## src/rtl/mul_sequencer.sv

```systemverilog
// Iterative 32x32 shift-add multiplier sequencer (MUL/UMULL/SMULL) for the DPUS multiply path.
// Optional macro MUL_SEQ_EARLY_TERM_EN: leave CALC as soon as the remaining multiplier is zero.
module mul_sequencer (
   input  logic        clk,
   input  logic        reset,
   input  logic        Start,
   input  logic [3:0]  MulOp,
   input  logic [31:0] SrcA,
   input  logic [31:0] SrcB,
   output logic        Busy,
   output logic        Done,
   output logic        AuxW,
   output logic [31:0] ResultLo,
   output logic [31:0] ResultHi
);

   typedef enum logic [1:0] {IDLE, CALC, FIX, DONE} state_t;

   localparam logic [3:0] OP_MUL   = 4'b0100;
   localparam logic [3:0] OP_UMULL = 4'b0101;
   localparam logic [3:0] OP_SMULL = 4'b0111;

   state_t      state_q, state_d;
   logic [63:0] acc_q, acc_d;
   logic [63:0] mcand_q, mcand_d;
   logic [31:0] mplier_q, mplier_d;
   logic [5:0]  count_q, count_d;
   logic        sign_q, sign_d;
   logic        isLong_q, isLong_d;
   logic        busy_q, busy_d;
   logic        done_q, done_d;
   logic        auxW_q, auxW_d;
   logic [31:0] resLo_q, resLo_d;
   logic [31:0] resHi_q, resHi_d;

   logic        startValid;
   logic        isSigned;
   logic [31:0] magA, magB;
   logic [63:0] accStep, accFixed;

   assign startValid = Start && ((MulOp == OP_MUL) || (MulOp == OP_UMULL) || (MulOp == OP_SMULL));
   assign isSigned   = (MulOp == OP_SMULL);
   assign magA       = (isSigned && SrcA[31]) ? (~SrcA + 32'd1) : SrcA;
   assign magB       = (isSigned && SrcB[31]) ? (~SrcB + 32'd1) : SrcB;
   assign accStep    = mplier_q[0] ? (acc_q + mcand_q) : acc_q;
   assign accFixed   = sign_q ? (~acc_q + 64'd1) : acc_q;

   // Next-state and datapath control; a new request may be taken from IDLE or DONE.
   always_comb begin
      state_d  = state_q;
      acc_d    = acc_q;
      mcand_d  = mcand_q;
      mplier_d = mplier_q;
      count_d  = count_q;
      sign_d   = sign_q;
      isLong_d = isLong_q;
      resLo_d  = resLo_q;
      resHi_d  = resHi_q;

      case (state_q)
         IDLE, DONE: begin
            state_d = IDLE;
            if (startValid) begin
               state_d  = CALC;
               acc_d    = 64'd0;
               mcand_d  = {32'd0, magA};
               mplier_d = magB;
               count_d  = 6'd0;
               sign_d   = isSigned && (SrcA[31] ^ SrcB[31]);
               isLong_d = MulOp[0];
            end
         end
         CALC: begin
`ifdef MUL_SEQ_EARLY_TERM_EN
            if (mplier_q == 32'd0) begin
               state_d = FIX;
            end else begin
               acc_d    = accStep;
               mcand_d  = {mcand_q[62:0], 1'b0};
               mplier_d = {1'b0, mplier_q[31:1]};
               count_d  = count_q + 6'd1;
               if (count_q == 6'd31) state_d = FIX;
            end
`else
            acc_d    = accStep;
            mcand_d  = {mcand_q[62:0], 1'b0};
            mplier_d = {1'b0, mplier_q[31:1]};
            count_d  = count_q + 6'd1;
            if (count_q == 6'd31) state_d = FIX;
`endif
         end
         FIX: begin
            acc_d   = accFixed;
            resLo_d = accFixed[31:0];
            resHi_d = accFixed[63:32];
            state_d = DONE;
         end
         default: state_d = IDLE;
      endcase
   end

   assign busy_d = (state_d == CALC) || (state_d == FIX);
   assign done_d = (state_d == DONE);
   assign auxW_d = (state_d == DONE) && isLong_d;

   // Reset aborts any operation in flight without issuing Done.
   always_ff @(posedge clk or negedge reset) begin
      if (!reset) begin
         state_q  <= IDLE;
         acc_q    <= 64'd0;
         mcand_q  <= 64'd0;
         mplier_q <= 32'd0;
         count_q  <= 6'd0;
         sign_q   <= 1'b0;
         isLong_q <= 1'b0;
         busy_q   <= 1'b0;
         done_q   <= 1'b0;
         auxW_q   <= 1'b0;
         resLo_q  <= 32'd0;
         resHi_q  <= 32'd0;
      end else begin
         state_q  <= state_d;
         acc_q    <= acc_d;
         mcand_q  <= mcand_d;
         mplier_q <= mplier_d;
         count_q  <= count_d;
         sign_q   <= sign_d;
         isLong_q <= isLong_d;
         busy_q   <= busy_d;
         done_q   <= done_d;
         auxW_q   <= auxW_d;
         resLo_q  <= resLo_d;
         resHi_q  <= resHi_d;
      end
   end

   assign Busy     = busy_q;
   assign Done     = done_q;
   assign AuxW     = auxW_q;
   assign ResultLo = resLo_q;
   assign ResultHi = resHi_q;

endmodule

```

## config.mk

```make
export PLATFORM = sky130hd
export DESIGN_NAME = mul_sequencer
export DESIGN_NICKNAME = d
export VERILOG_FILES = /design/src/rtl/mul_sequencer.sv
export SDC_FILE = /design/constraint.sdc
export NUM_CORES = 1
export LEC_CHECK = 0
export CAP_MARGIN = 20
export CORE_MARGIN = 2
export CORE_UTILIZATION = 42
export CTS_CLUSTER_SIZE = 25
export DETAILED_ROUTE_END_ITERATION = 16
export GPL_TIMING_DRIVEN = 0
export PLACE_DENSITY = 0.66
export SLEW_MARGIN = 20
export SYNTH_ARGS = -nofsm -noshare
export SYNTH_HDL_FRONTEND = slang
export SYNTH_SLANG_ARGS = --single-unit
```

## constraint.sdc

```tcl
create_clock -name clk -period 3.3 [get_ports clk]
set_input_delay 0.33 -clock clk [delete_from_list [all_inputs] [get_ports clk]]
set_output_delay 0.33 -clock clk [all_outputs]
set_load 0.01 [all_outputs]
```

## Word level (Yosys, flattened, before mapping)

Index checks and enable logic that the tools add are counted.

| storage, ports and cells | value |
|---|---|
| bits in registers | 237 |
| input port bits | 71 |
| output and inout bits | 67 |
| logic and storage cells | 64 |

| operators by class | value |
|---|---|
| add/subtract/negate cells | 5 |
| eq/ne operators | 12 |
| muxes and demuxes | 17 |
| bitwise operators | 4 |
| reduce and logical (&&, ||, !) cells | 14 |

Operators by type and width:

| cell | number |
|---|---|
| 64-bit two-way mux | 4 |
| 64-bit one-hot mux with 3 select lines | 1 |
| 64-bit one-hot mux with 2 select lines | 1 |
| 32-bit two-way mux | 3 |
| 32-bit by 1-bit adder with 32-bit output, second input constant | 2 |
| 64-bit by 1-bit adder with 64-bit output, second input constant | 1 |
| 64-bit adder | 1 |
| 32-bit inverter | 2 |
| 64-bit inverter | 1 |
| 32-bit one-hot mux with 2 select lines | 1 |
| 4-bit by 3-bit equality test with 1-bit output, second input constant | 3 |
| 6-bit one-hot mux with 2 select lines | 1 |
| 2-bit equality test, second input constant | 4 |
| 6-bit by 1-bit adder with 6-bit output, second input constant | 1 |
| 6-bit by 5-bit equality test with 1-bit output, second input constant | 1 |
| 6-bit two-way mux | 1 |
| 2-bit one-hot mux with 3 select lines | 1 |
| 2-bit AND reduction | 3 |
| 1-bit logical AND | 5 |
| 2-bit by 1-bit equality test with 1-bit output, second input constant | 2 |
| 2-bit != test, second input constant | 2 |
| 1-bit logical OR | 3 |
| 1-bit two-way mux | 3 |
| 2-bit zero test | 1 |
| other kinds (4) | 4 |

## Logic depth before layout (Yosys ltp)

| logic depth | value |
|---|---|
| word-level depth | 8 |
| mapped depth | 13 |

## Worst setup path before layout

OpenSTA, ideal clock, no wires.

| path | value |
|---|---|
| kind | register to register |
| from | register acc_q[39] |
| to | register acc_q[61] |
| setup time | 0.130 ns |
| data arrival time | 3.062 ns |
| setup slack | 0.107 ns |
| stages on the path, launching flop included | 13 |
| path buffers | 1 |
| period minus slack after synthesis | 3.193 ns |
| cell sequence | dfrtp_1 -> ha_1 -> clkbuf_1 -> a21oi_1 -> nand2_1 -> a2111o_1 -> a31o_2 -> a221o_1 -> a31oi_1 -> nor3_1 -> o41ai_1 -> and3_1 -> o31ai_1 |

| on the way | value |
|---|---|
| cells in the longest elaborated chain, start to end | 4 |
| elaborated cells on any way between the ends | 6 |
| classes of those cells | add/sub: 2; mux: 3; bitwise: 1 |

RTL lines:

| what | line | text |
|---|---|---|
| from (decl) | 24 | `logic [63:0] acc_q, acc_d;` |
| from (signal assigned) | 110 | `acc_q <= 64'd0;` |
| from (signal assigned) | 123 | `acc_q <= acc_d;` |
| 64-bit inverter | 46 | `assign accFixed = sign_q ? (~acc_q + 64'd1) : acc_q;` |
| 64-bit by 1-bit adder with 64-bit output | 46 |  |
| 64-bit two-way mux | 46 |  |
| 64-bit one-hot mux with 3 select lines (*) | 60 | `case (state_q)` |

Mark *: on every way between the ends. The rest lies on a longest branch, timed or not. The select of a mux whose other input is x is not followed.
A chain may end at the register's enable or synchronous reset.

## Worst setup path after layout

| path | value |
|---|---|
| from | register acc_q[11] |
| to | register resHi_q[28] (netlist: ResultHi[28]) |

| on the way | value |
|---|---|
| cells in the longest elaborated chain, start to end | 3 |

RTL lines:

| what | line | text |
|---|---|---|
| 64-bit inverter | 46 |  |
| 64-bit by 1-bit adder with 64-bit output | 46 |  |
| 64-bit two-way mux | 46 |  |
| to (signal assigned) | 133 | `resHi_q <= resHi_d;` |
| to (decl) | 34 | `logic [31:0] resHi_q, resHi_d;` |

Every way passes these cells.

==> flow_metrics.env <==
export IMPL_dp_hpwl_mm=44.0
export IMPL_antenna_found_initial=0
export IMPL_grt_max_degree=99
export IMPL_grt_pass1_vias=15600
export IMPL_detail_route_antenna_nets=0
export IMPL_reg2reg_depth=11
export IMPL_start_util_pct=42.6
export IMPL_nets=2367
export IMPL_core_area_um2=38700
export IMPL_post_synth_top_count_cell="a21oi_1"
export IMPL_synth_top_area_share_pct=36.0
export IMPL_rrSetupSlack_ns=-0.01
export IMPL_async_reset_ff_share_pct=100
export IMPL_ys_warn_count=0
export IMPL_crit_required_ns=3.75
export IMPL_track_usage_pct=27.5
export IMPL_maxSlewHeadroom_pct=29.3
export IMPL_ir_worst_vdd_mv=0.425
export IMPL_remaining_drc_errors=0
export IMPL_io_pins=138
export IMPL_path_max_fanout=7
export IMPL_dp_slack_ns=-1.33
export IMPL_finalPower_mw=14.8
export IMPL_fmax_mhz=302
export IMPL_hp_class="primary input to asynchronous set/reset pin"
export IMPL_first_iter_violations=1340
export IMPL_drv_cap=0
export IMPL_die_x_um=202
export IMPL_timing_final_crit_share_pct=100
export IMPL_syn_area_um2=16500
export IMPL_violations="setup timing"
export IMPL_r2r_start="acc_q[11]"
export IMPL_post_route_min_period_ns=3.31
export IMPL_synth_area_leaders="dfrtp_1, a21oi_1, o21ai_0"
export IMPL_cts_buffers_inserted=29
export IMPL_viasPerCell=5.86
export IMPL_synth_flop_cell="dfrtp_1"
export IMPL_clock_tree_buffer_depth=3
export IMPL_cp_end_kind="flip-flop"
export IMPL_post_route_util_pct=52.9
export IMPL_insertion_delay_ns=0.58
export IMPL_grt_remaining_overflow=0
export IMPL_drive_gt1_share_pct=9.84
export IMPL_io_buffers=137
export IMPL_rsz0062_at_grt="true"
export IMPL_syn_inst=2048
export IMPL_final_area_um2=20500
export IMPL_via_count=16200
export IMPL_maxSlewViolCount=0
export IMPL_outcome="finished, violations left"
export IMPL_root_buffer="clkbuf_16"
export IMPL_fin_ws_ns=-0.00958
export IMPL_synth_top_area_cell="dfrtp_1"
export IMPL_cts_tree="done"
export IMPL_drt_pass1_iterations=5
export IMPL_placed_area_um2=18600
export IMPL_fp_dieArea_um2=40900
export IMPL_startpoint_type="flip-flop"
export IMPL_wl_per_cell_um=20.8
export IMPL_skew_ns=0.0125
export IMPL_worst_slew_pin_slew_ns=1.06
export IMPL_ys_seq_elements=237
export IMPL_std_cell_rows=72
export IMPL_syn_to_final_growth_pct=24.3
export IMPL_syn_nets=2189
export IMPL_setup_violations=1
export IMPL_die_y_um=202
export IMPL_num_antenna_cells=0
export IMPL_yosys_top_cells_count="a21oi_1, dfrtp_1, nand2_1"
export IMPL_avgSynthCellArea_um2=8.05
export IMPL_arrival_ns=3.76
export IMPL_gp_congestion=0.934
export IMPL_synth_edff_count=0
export IMPL_hold_viol_final=0
export IMPL_wl_mm=57.4
export IMPL_path_class="flip-flop to flip-flop"
export IMPL_clock_sinks=237
export IMPL_power_density_nw_per_um2=723
export IMPL_htree_num_levels=1
export IMPL_grt_pass1_wl_mm=88.4
export IMPL_ys_seq_area_share_pct=36.0
export IMPL_rr_endpoint="ResultHi[28]"
export IMPL_clk_pin_slew_ns=0.07
export IMPL_power_leakage_nw=8.43
export IMPL_synth_cell_types=79
export IMPL_hold_ws_ns=0.250
-- layout make-up --
class,count,area (um2)
inverters,44,165
plain buffers,104,405
clock inverters,16,225
multi-input cells,1642,10600
well taps,518,648
clock buffers,36,802
flip-flops and latches,237,5950
repair buffers,168,1660
fillers,3712,18200
-- routing by layer --
layer	vias to the layer above	global-route usage (%)	wire length [um]
met1	7812	38.4	26000
met3	105	5.30	4320
met5	-	0	0
met4	0	9.33	1790
li1	7726	-	-
met2	573	42.9	25300
-- state kept, by name, summed over array words and instances (netlist names) --
name      flops
AuxW          1
Busy          1
Done          1
ResultHi     32
ResultLo     32
acc_q        64
count_q       6
isLong_q      1
mcand_q      64
mplier_q     32
sign_q        1
state_q       2
-- cells by family (layout without fill, tap and decap cells) --
group | after synthesis | count (layout) | share of synthesized area (%)
buffers and inverters | 169 | 368 | 3.91
flip-flops | 237 | 237 | 36.0
XOR/XNOR | 172 | 172 | 9.14
AO/OA/AOI/OAI | 719 | 719 | 26.8
AND/OR/NAND/NOR | 674 | 674 | 18.4
multiplexers | 7 | 7 | 0.486
adder cells (fa/ha/maj) | 70 | 70 | 5.36
-- worst max path at each step --
stage                          from            to  slack [ns]  depth (start not counted)
after detailed placement  acc_q[14]     acc_q[63]       -1.33                         12
after floorplan           acc_q[39]     acc_q[61]        0.11                         12
after global routing      acc_q[11]  ResultHi[28]       -0.09                         11
after global placement        reset    mcand_q[9]       -8.35                          1
after CTS                 acc_q[10]     acc_q[63]       -0.02                         13
final                     acc_q[11]  ResultHi[28]       -0.01                         11
-- power by group --
| part | internal (mW) | switching [mW] | leakage [nW] |
|---|---|---|---|
| clock | 2.11 | 1.33 | 0.491 |
| sequential | 3.53 | 0.895 | 3.17 |
| combinational | 2.55 | 4.41 | 4.77 |
| total | 8.19 | 6.63 | 8.43 |
-- layout by cell type (no fill, tap or decap), drive strengths merged, types with 25 or more instances in the layout --
| cell type | Yosys | layout |
|---|---|---|
| a21o | 39 | 39 |
| a21oi | 268 | 268 |
| a22o | 34 | 34 |
| buf | 19 | 48 |
| clkbuf | 106 | 123 |
| clkdlybuf4s50 | 0 | 136 |
| dfrtp | 237 | 237 |
| ha | 69 | 69 |
| inv | 44 | 45 |
| nand2 | 238 | 238 |
| nand3 | 26 | 26 |
| nand4 | 29 | 29 |
| nor2 | 226 | 226 |
| nor3 | 48 | 48 |
| o21ai | 221 | 221 |
| or3 | 25 | 25 |
| xnor2 | 68 | 68 |
| xor2 | 104 | 104 |
-- repair_timing --
item | in CTS | in global routing
buffers inserted | 15 | 13
hold buffers | 1 | 0
hold endpoints to repair | 46 | 0
resized for setup | 72 | 100
pin swaps | 19 | 17
endpoints found under the setup margin | 81 | 81
-- stage by stage --
| step | TNS [ns] | std cells |
|---|---|---|
| 2_1_floorplan | 0 | 2048 |
| 3_5_place_dp | -26.78 | 2705 |
| 3_3_place_gp | -1992.81 | 2703 |
| 6_report | -0.00958 | 2765 |
| 5_1_grt | -0.544 | 2765 |
| 4_1_cts | -0.0177 | 2756 |
-- critical path, stage by stage (launching register included) --
cell and delay (ns):
dfrtp_2 0.45, or4_4 0.60, or4_4 0.45, or3_4 0.41
buf_6 0.15, nor2_4 0.14, nand2_4 0.09, o41ai_4 0.22
buf_4 0.18, nand2_2 0.07, xor2_1 0.16, mux2_4 0.26
No activity file was read; power rests on OpenSTA's default activity.
